<file path="config.mk">
export PLATFORM = sky130hd
export DESIGN_NAME = dispatch_stage
export DESIGN_NICKNAME = d
export VERILOG_FILES = /design/src/rtl/dispatch_stage.sv
export SDC_FILE = /design/constraint.sdc
export NUM_CORES = 1
export LEC_CHECK = 0
export ABC_AREA = 1
export BUFFER_PORTS_ARGS = -buffer_cell sky130_fd_sc_hd__buf_2
export CAP_MARGIN = 5
export CORE_ASPECT_RATIO = 0.75
export CORE_MARGIN = 3
export CORE_UTILIZATION = 33
export CTS_BUF_LIST = sky130_fd_sc_hd__clkbuf_4
export DETAILED_ROUTE_END_ITERATION = 8
export GPL_TIMING_DRIVEN = 0
export SYNTH_ARGS = -nofsm -noshare
export SYNTH_HDL_FRONTEND = slang
export SYNTH_SLANG_ARGS = --single-unit
export TNS_END_PERCENT = 30
</file>
<file path="constraint.sdc">
create_clock -name clk -period 14.6 [get_ports clk]
set_clock_uncertainty 0.15 [all_clocks]
set_input_delay 4.38 -clock clk [delete_from_list [all_inputs] [get_ports clk]]
set_output_delay 4.38 -clock clk [all_outputs]
set_load 0.005 [all_outputs]
</file>
<file path="src/rtl/dispatch_stage.sv">
// ID/EX dispatch register gating retire on per-unit issue handshakes.
// Optional skid entry under DISPATCH_SKID_EN registers ready_out toward decode.
module dispatch_stage #(
  parameter int DATA_W  = 256,
  parameter int N_UNITS = 3
) (
  input  logic               clk,
  input  logic               reset,
  input  logic               flush,
  input  logic               valid_in,
  output logic               ready_out,
  input  logic [DATA_W-1:0]  data_in,
  input  logic [N_UNITS-1:0] unit_req_in,
  output logic               valid_out,
  input  logic               ready_in,
  output logic [DATA_W-1:0]  data_out,
  output logic [N_UNITS-1:0] unit_valid_out,
  input  logic [N_UNITS-1:0] unit_ready_in,
  output logic [1:0]         occupancy
);

  logic               acc;
  logic               ret;
  logic [N_UNITS-1:0] unit_left;

  // Units still owed an issue after this cycle's handshakes.
  assign unit_left = unit_valid_out & ~unit_ready_in;
  assign ret       = valid_out && ready_in && (unit_left == '0);
  assign acc       = valid_in && ready_out && !flush;

`ifdef DISPATCH_SKID_EN
  logic               skid_valid;
  logic [DATA_W-1:0]  skid_data;
  logic [N_UNITS-1:0] skid_req;

  always_ff @(posedge clk or posedge reset) begin
    if (reset) begin
      valid_out      <= 1'b0;
      data_out       <= '0;
      unit_valid_out <= '0;
      skid_valid     <= 1'b0;
      skid_data      <= '0;
      skid_req       <= '0;
      ready_out      <= 1'b1;
    end else if (flush) begin
      valid_out      <= 1'b0;
      data_out       <= '0;
      unit_valid_out <= '0;
      skid_valid     <= 1'b0;
      skid_data      <= '0;
      skid_req       <= '0;
      ready_out      <= 1'b1;
    end else if (!valid_out) begin
      if (acc) begin
        valid_out      <= 1'b1;
        data_out       <= data_in;
        unit_valid_out <= unit_req_in;
      end
    end else if (ret) begin
      // Skid is drained first; acc cannot coincide with a full skid.
      if (skid_valid) begin
        data_out       <= skid_data;
        unit_valid_out <= skid_req;
        skid_valid     <= 1'b0;
        skid_data      <= '0;
        skid_req       <= '0;
        ready_out      <= 1'b1;
      end else if (acc) begin
        data_out       <= data_in;
        unit_valid_out <= unit_req_in;
      end else begin
        valid_out      <= 1'b0;
        data_out       <= '0;
        unit_valid_out <= '0;
      end
    end else begin
      unit_valid_out <= unit_left;
      if (acc) begin
        skid_valid <= 1'b1;
        skid_data  <= data_in;
        skid_req   <= unit_req_in;
        ready_out  <= 1'b0;
      end
    end
  end

  assign occupancy = {1'b0, valid_out} + {1'b0, skid_valid};
`else
  assign ready_out = !valid_out || ret;

  always_ff @(posedge clk or posedge reset) begin
    if (reset) begin
      valid_out      <= 1'b0;
      data_out       <= '0;
      unit_valid_out <= '0;
    end else if (flush) begin
      valid_out      <= 1'b0;
      data_out       <= '0;
      unit_valid_out <= '0;
    end else if (acc) begin
      valid_out      <= 1'b1;
      data_out       <= data_in;
      unit_valid_out <= unit_req_in;
    end else if (ret) begin
      valid_out      <= 1'b0;
      data_out       <= '0;
      unit_valid_out <= '0;
    end else begin
      unit_valid_out <= unit_left;
    end
  end

  assign occupancy = {1'b0, valid_out};
`endif

endmodule

</file>
==> flow_metrics.py <==
metrics = {
    "cts": {
        "clk_pin_slew_worst_paths_ns": 0.06,
        "clockRootBuffer": "clkbuf_4",
        "cts_buffers": 73,
        "clockBufferDepth": 3,
        "ctsHoldBuffers": 0,
        "cts_resized": 0,
        "postCtsSetupRepairBufs": 0,
        "cts_sinks": 260,
        "h-tree-depth": 3,
        "clkLatencyLatePin_ns": 0.71,
        "cts_tree": "yes",
    },
    "detailed_routing": {
        "routed_via_density": 5.74,
        "via_count": 13800,
        "routed_wl_um": 54300,
        "postRouteAntennaNets": 0,
        "drtIter0Drc": 1000,
        "route.detailed.drc": 0,
        "drt-pass1-iter-count": 5,
        "routedWlPerCell_um": 22.6,
    },
    "global_route": {
        "grt_pass1_wl_um": 82700,
        "grtUsageTotal": 0.264,
        "grt_start_max_net_pins": 112,
        "antenna_found_initial": 10,
        "first_global_vias": 13800,
        "grt_remaining_overflow": 0,
    },
    "worst_setup_path": {
        "cp_top_family": "buffers and inverters",
        "crit_top_cell": "buf_2",
        "cp_max_fo": 10,
        "reg2reg_to": "data_out[246]",
        "slowest_delay_ns": 0.27,
        "cpMaxStageDelayCell": "buf_2",
        "rrSetupSlack_ns": 12.37,
        "start_kind": "primary input",
        "arrival_ns": 5.45,
        "r2r-start": "valid_out",
        "path_cells": "buf_2, inv_1, nand2_1, nand2_1, inv_1, nand2_2, nand2_4, buf_2, buf_2",
        "critPathKind": "primary input to output port",
        "cp_num_buf_inv": 5,
        "end_kind": "output port",
        "required_ns": 10.07,
        "crit_start": "unit_ready_in[0]",
        "r2r.worst_path.cells": 5,
    },
    "synth": {
        "postSynthAreaPerCell_um2": 9.78,
        "synth_seq_cells": 260,
        "synthCells": 1258,
        "synth_top_area_frac": 0.529,
        "netlist-cell-type-count": 17,
        "synth_area_leaders": "dfrtp_1, o2111ai_1, nand4_1",
        "synth_area_mm2": 0.0123,
        "yosysTopAreaCell": "dfrtp_1",
        "ys_seq_area_frac": 0.529,
        "syn_nets": 1525,
        "yosysWarnings": 0,
    },
    "final_layout": {
        "area_growth_pct": 34.1,
        "multi_input_area_mm2": 0.00490,
        "drive_gt1_frac": 0.374,
        "seq_area_mm2": 0.00651,
        "nets": 2129,
        "fillCellCount": 3685,
    },
    "floorplanning": {
        "die_w_um": 229,
        "core_mm2": 0.0363,
        "num_rows": 60,
        "die_h_um": 173,
        "initial_utilization": 0.338,
        "ios": 530,
        "dieArea_mm2": 0.0396,
    },
    "hold_path": {
        "hold_path_end": "data_out[98]",
        "worstHoldStart": "data_out[98]",
        "min_path_cells": 2,
        "hold_path_class": "register to register",
    },
    "power": {
        "power_density_mw_per_mm2": 105,
        "ir_worst_vdd_mv": 0.0507,
        "pwr-share-clk": 0.379,
        "p_comb_frac": 0.166,
        "switchingPower_mw": 0.534,
        "internal-power_mw": 1.20,
        "sequentialPowerShare": 0.454,
        "p_sw_frac": 0.307,
        "total_power_mw": 1.74,
        "p_leak_nw": 8.98,
    },
    "timing": {
        "holdWs_ns": 0.394,
        "finalMaxSlewViolations": 0,
        "finalHoldViolCount": 0,
        "layout_min_cycle_time_ns": 9.98,
        "rsz0062_at_grt": "false",
        "finalSetupViolations": 0,
        "worst_slew_pin_slew_ns": 0.842,
        "fmax_mhz": 100,
        "post-route-period-util": 0.684,
        "relSlewSlack": 0.439,
    },
    "placement": {
        "gp_congestion": 0.924,
        "port-buffer-count": 527,
        "dp_hpwl_um": 39600,
    },
    "outcome": {
        "run_status": "completed",
    },
    "job": {
        "cap_viol_max_count": 0,
    },
}
[worst reg2reg max path, delay by kind of cell, from the launching register on]
family	cells	cell delay (ns)
buffers and inverters	3	1.33
flip-flops	1	0.39
AO/OA/AOI/OAI	1	0.20
AND/OR/NAND/NOR	1	0.10
[synthesized netlist by cell type]
cell       count
buf_2         64
buf_4          4
clkbuf_1     125
nand2_4        1
nor2_1         2
nand2_1      264
buf_1          7
nand2_2        1
dfrtp_1      260
clkinv_1       2
o2111ai_1    256
nand3_1        3
buf_6          1
inv_1          7
a21oi_1        1
conb_1         1
nand4_1      259
[flip-flops by register name, indices dropped and copies added (netlist names)]
register        flops
unit_valid_out      3
data_out          256
valid_out           1
[layer usage]
metal / vias up / part of all wire / track usage
met5: - / 0.00072 / 0
met4: 6 / 0.030 / 0.0935
met3: 111 / 0.087 / 0.0784
met2: 679 / 0.47 / 0.433
met1: 6810 / 0.41 / 0.332
li1: 6202 / - / -
[layout by cell type (no fill, tap or decap)]
cell and count:
buf_6 1, clkinv_2 1, nand2_4 1, inv_1 6, inv_2 4, nand2_2 1, a21oi_1 1, bufinv_16 1
nor2_1 2, clkbuf_4 104, nand4_1 259, inv_8 1, buf_1 7, buf_16 2, nand3_1 3, clkbuf_1 125
dfrtp_1 260, o2111ai_1 256, buf_4 4, clkinv_1 7, buf_2 591, nand2_1 264, conb_1 1, clkinvlp_4 1
diode_2 7
[worst max path at each step]
stage | depth (start not counted) | endpoint
CTS | 9 | ready_out
finish | 9 | ready_out
detailed placement | 9 | ready_out
global placement | 2 | data_out[196]
global route | 9 | ready_out
floorplan | 1 | data_out[0]
[layout make-up]
class,count,share of cell area
Timing Repair Buffer,529,0.163
Antenna cell,7,0.00106
Tap cell,496,0.0376
Multi-Input combinational cell,788,0.297
Clock inverter,12,0.00463
Sequential cell,260,0.394
Inverter,9,0.00250
Buffer,201,0.0520
Clock buffer,104,0.0473
[power groups by stage]
stage          registers, mW  logic, mW  clock network [mW]
5_1_grt                0.793      0.317               0.721
4_1_cts                0.789      0.291               0.681
6_report               0.790      0.289               0.659
2_1_floorplan          0.803      0.133                   0
3_3_place_gp           0.802      0.286                   0
3_5_place_dp           0.802      0.290                   0
[cells by family (layout without fill, tap and decap cells)]
kind of cell | Yosys count | after routing | synth area share
simple gates | 530 | 530 | 0.216
flops | 260 | 260 | 0.529
compound gates | 257 | 257 | 0.183
buf+inv | 210 | 855 | 0.0724
other cells | 1 | 8 | 0.000305
[stage by stage]
step	TNS (ns)	cell area [um2]	std cells	worst slack (ns)	util
after CTS	0	16500	2399	4.61	0.453
after global routing	0	16500	2404	4.50	0.454
after floorplan	0	12300	1258	2.91	-
final	0	16500	2406	4.62	0.454
after global placement	-161.86	15600	2281	-0.652	0.428
after detailed placement	0	15600	2283	4.61	0.430
No activity file was read; power rests on OpenSTA's default activity.
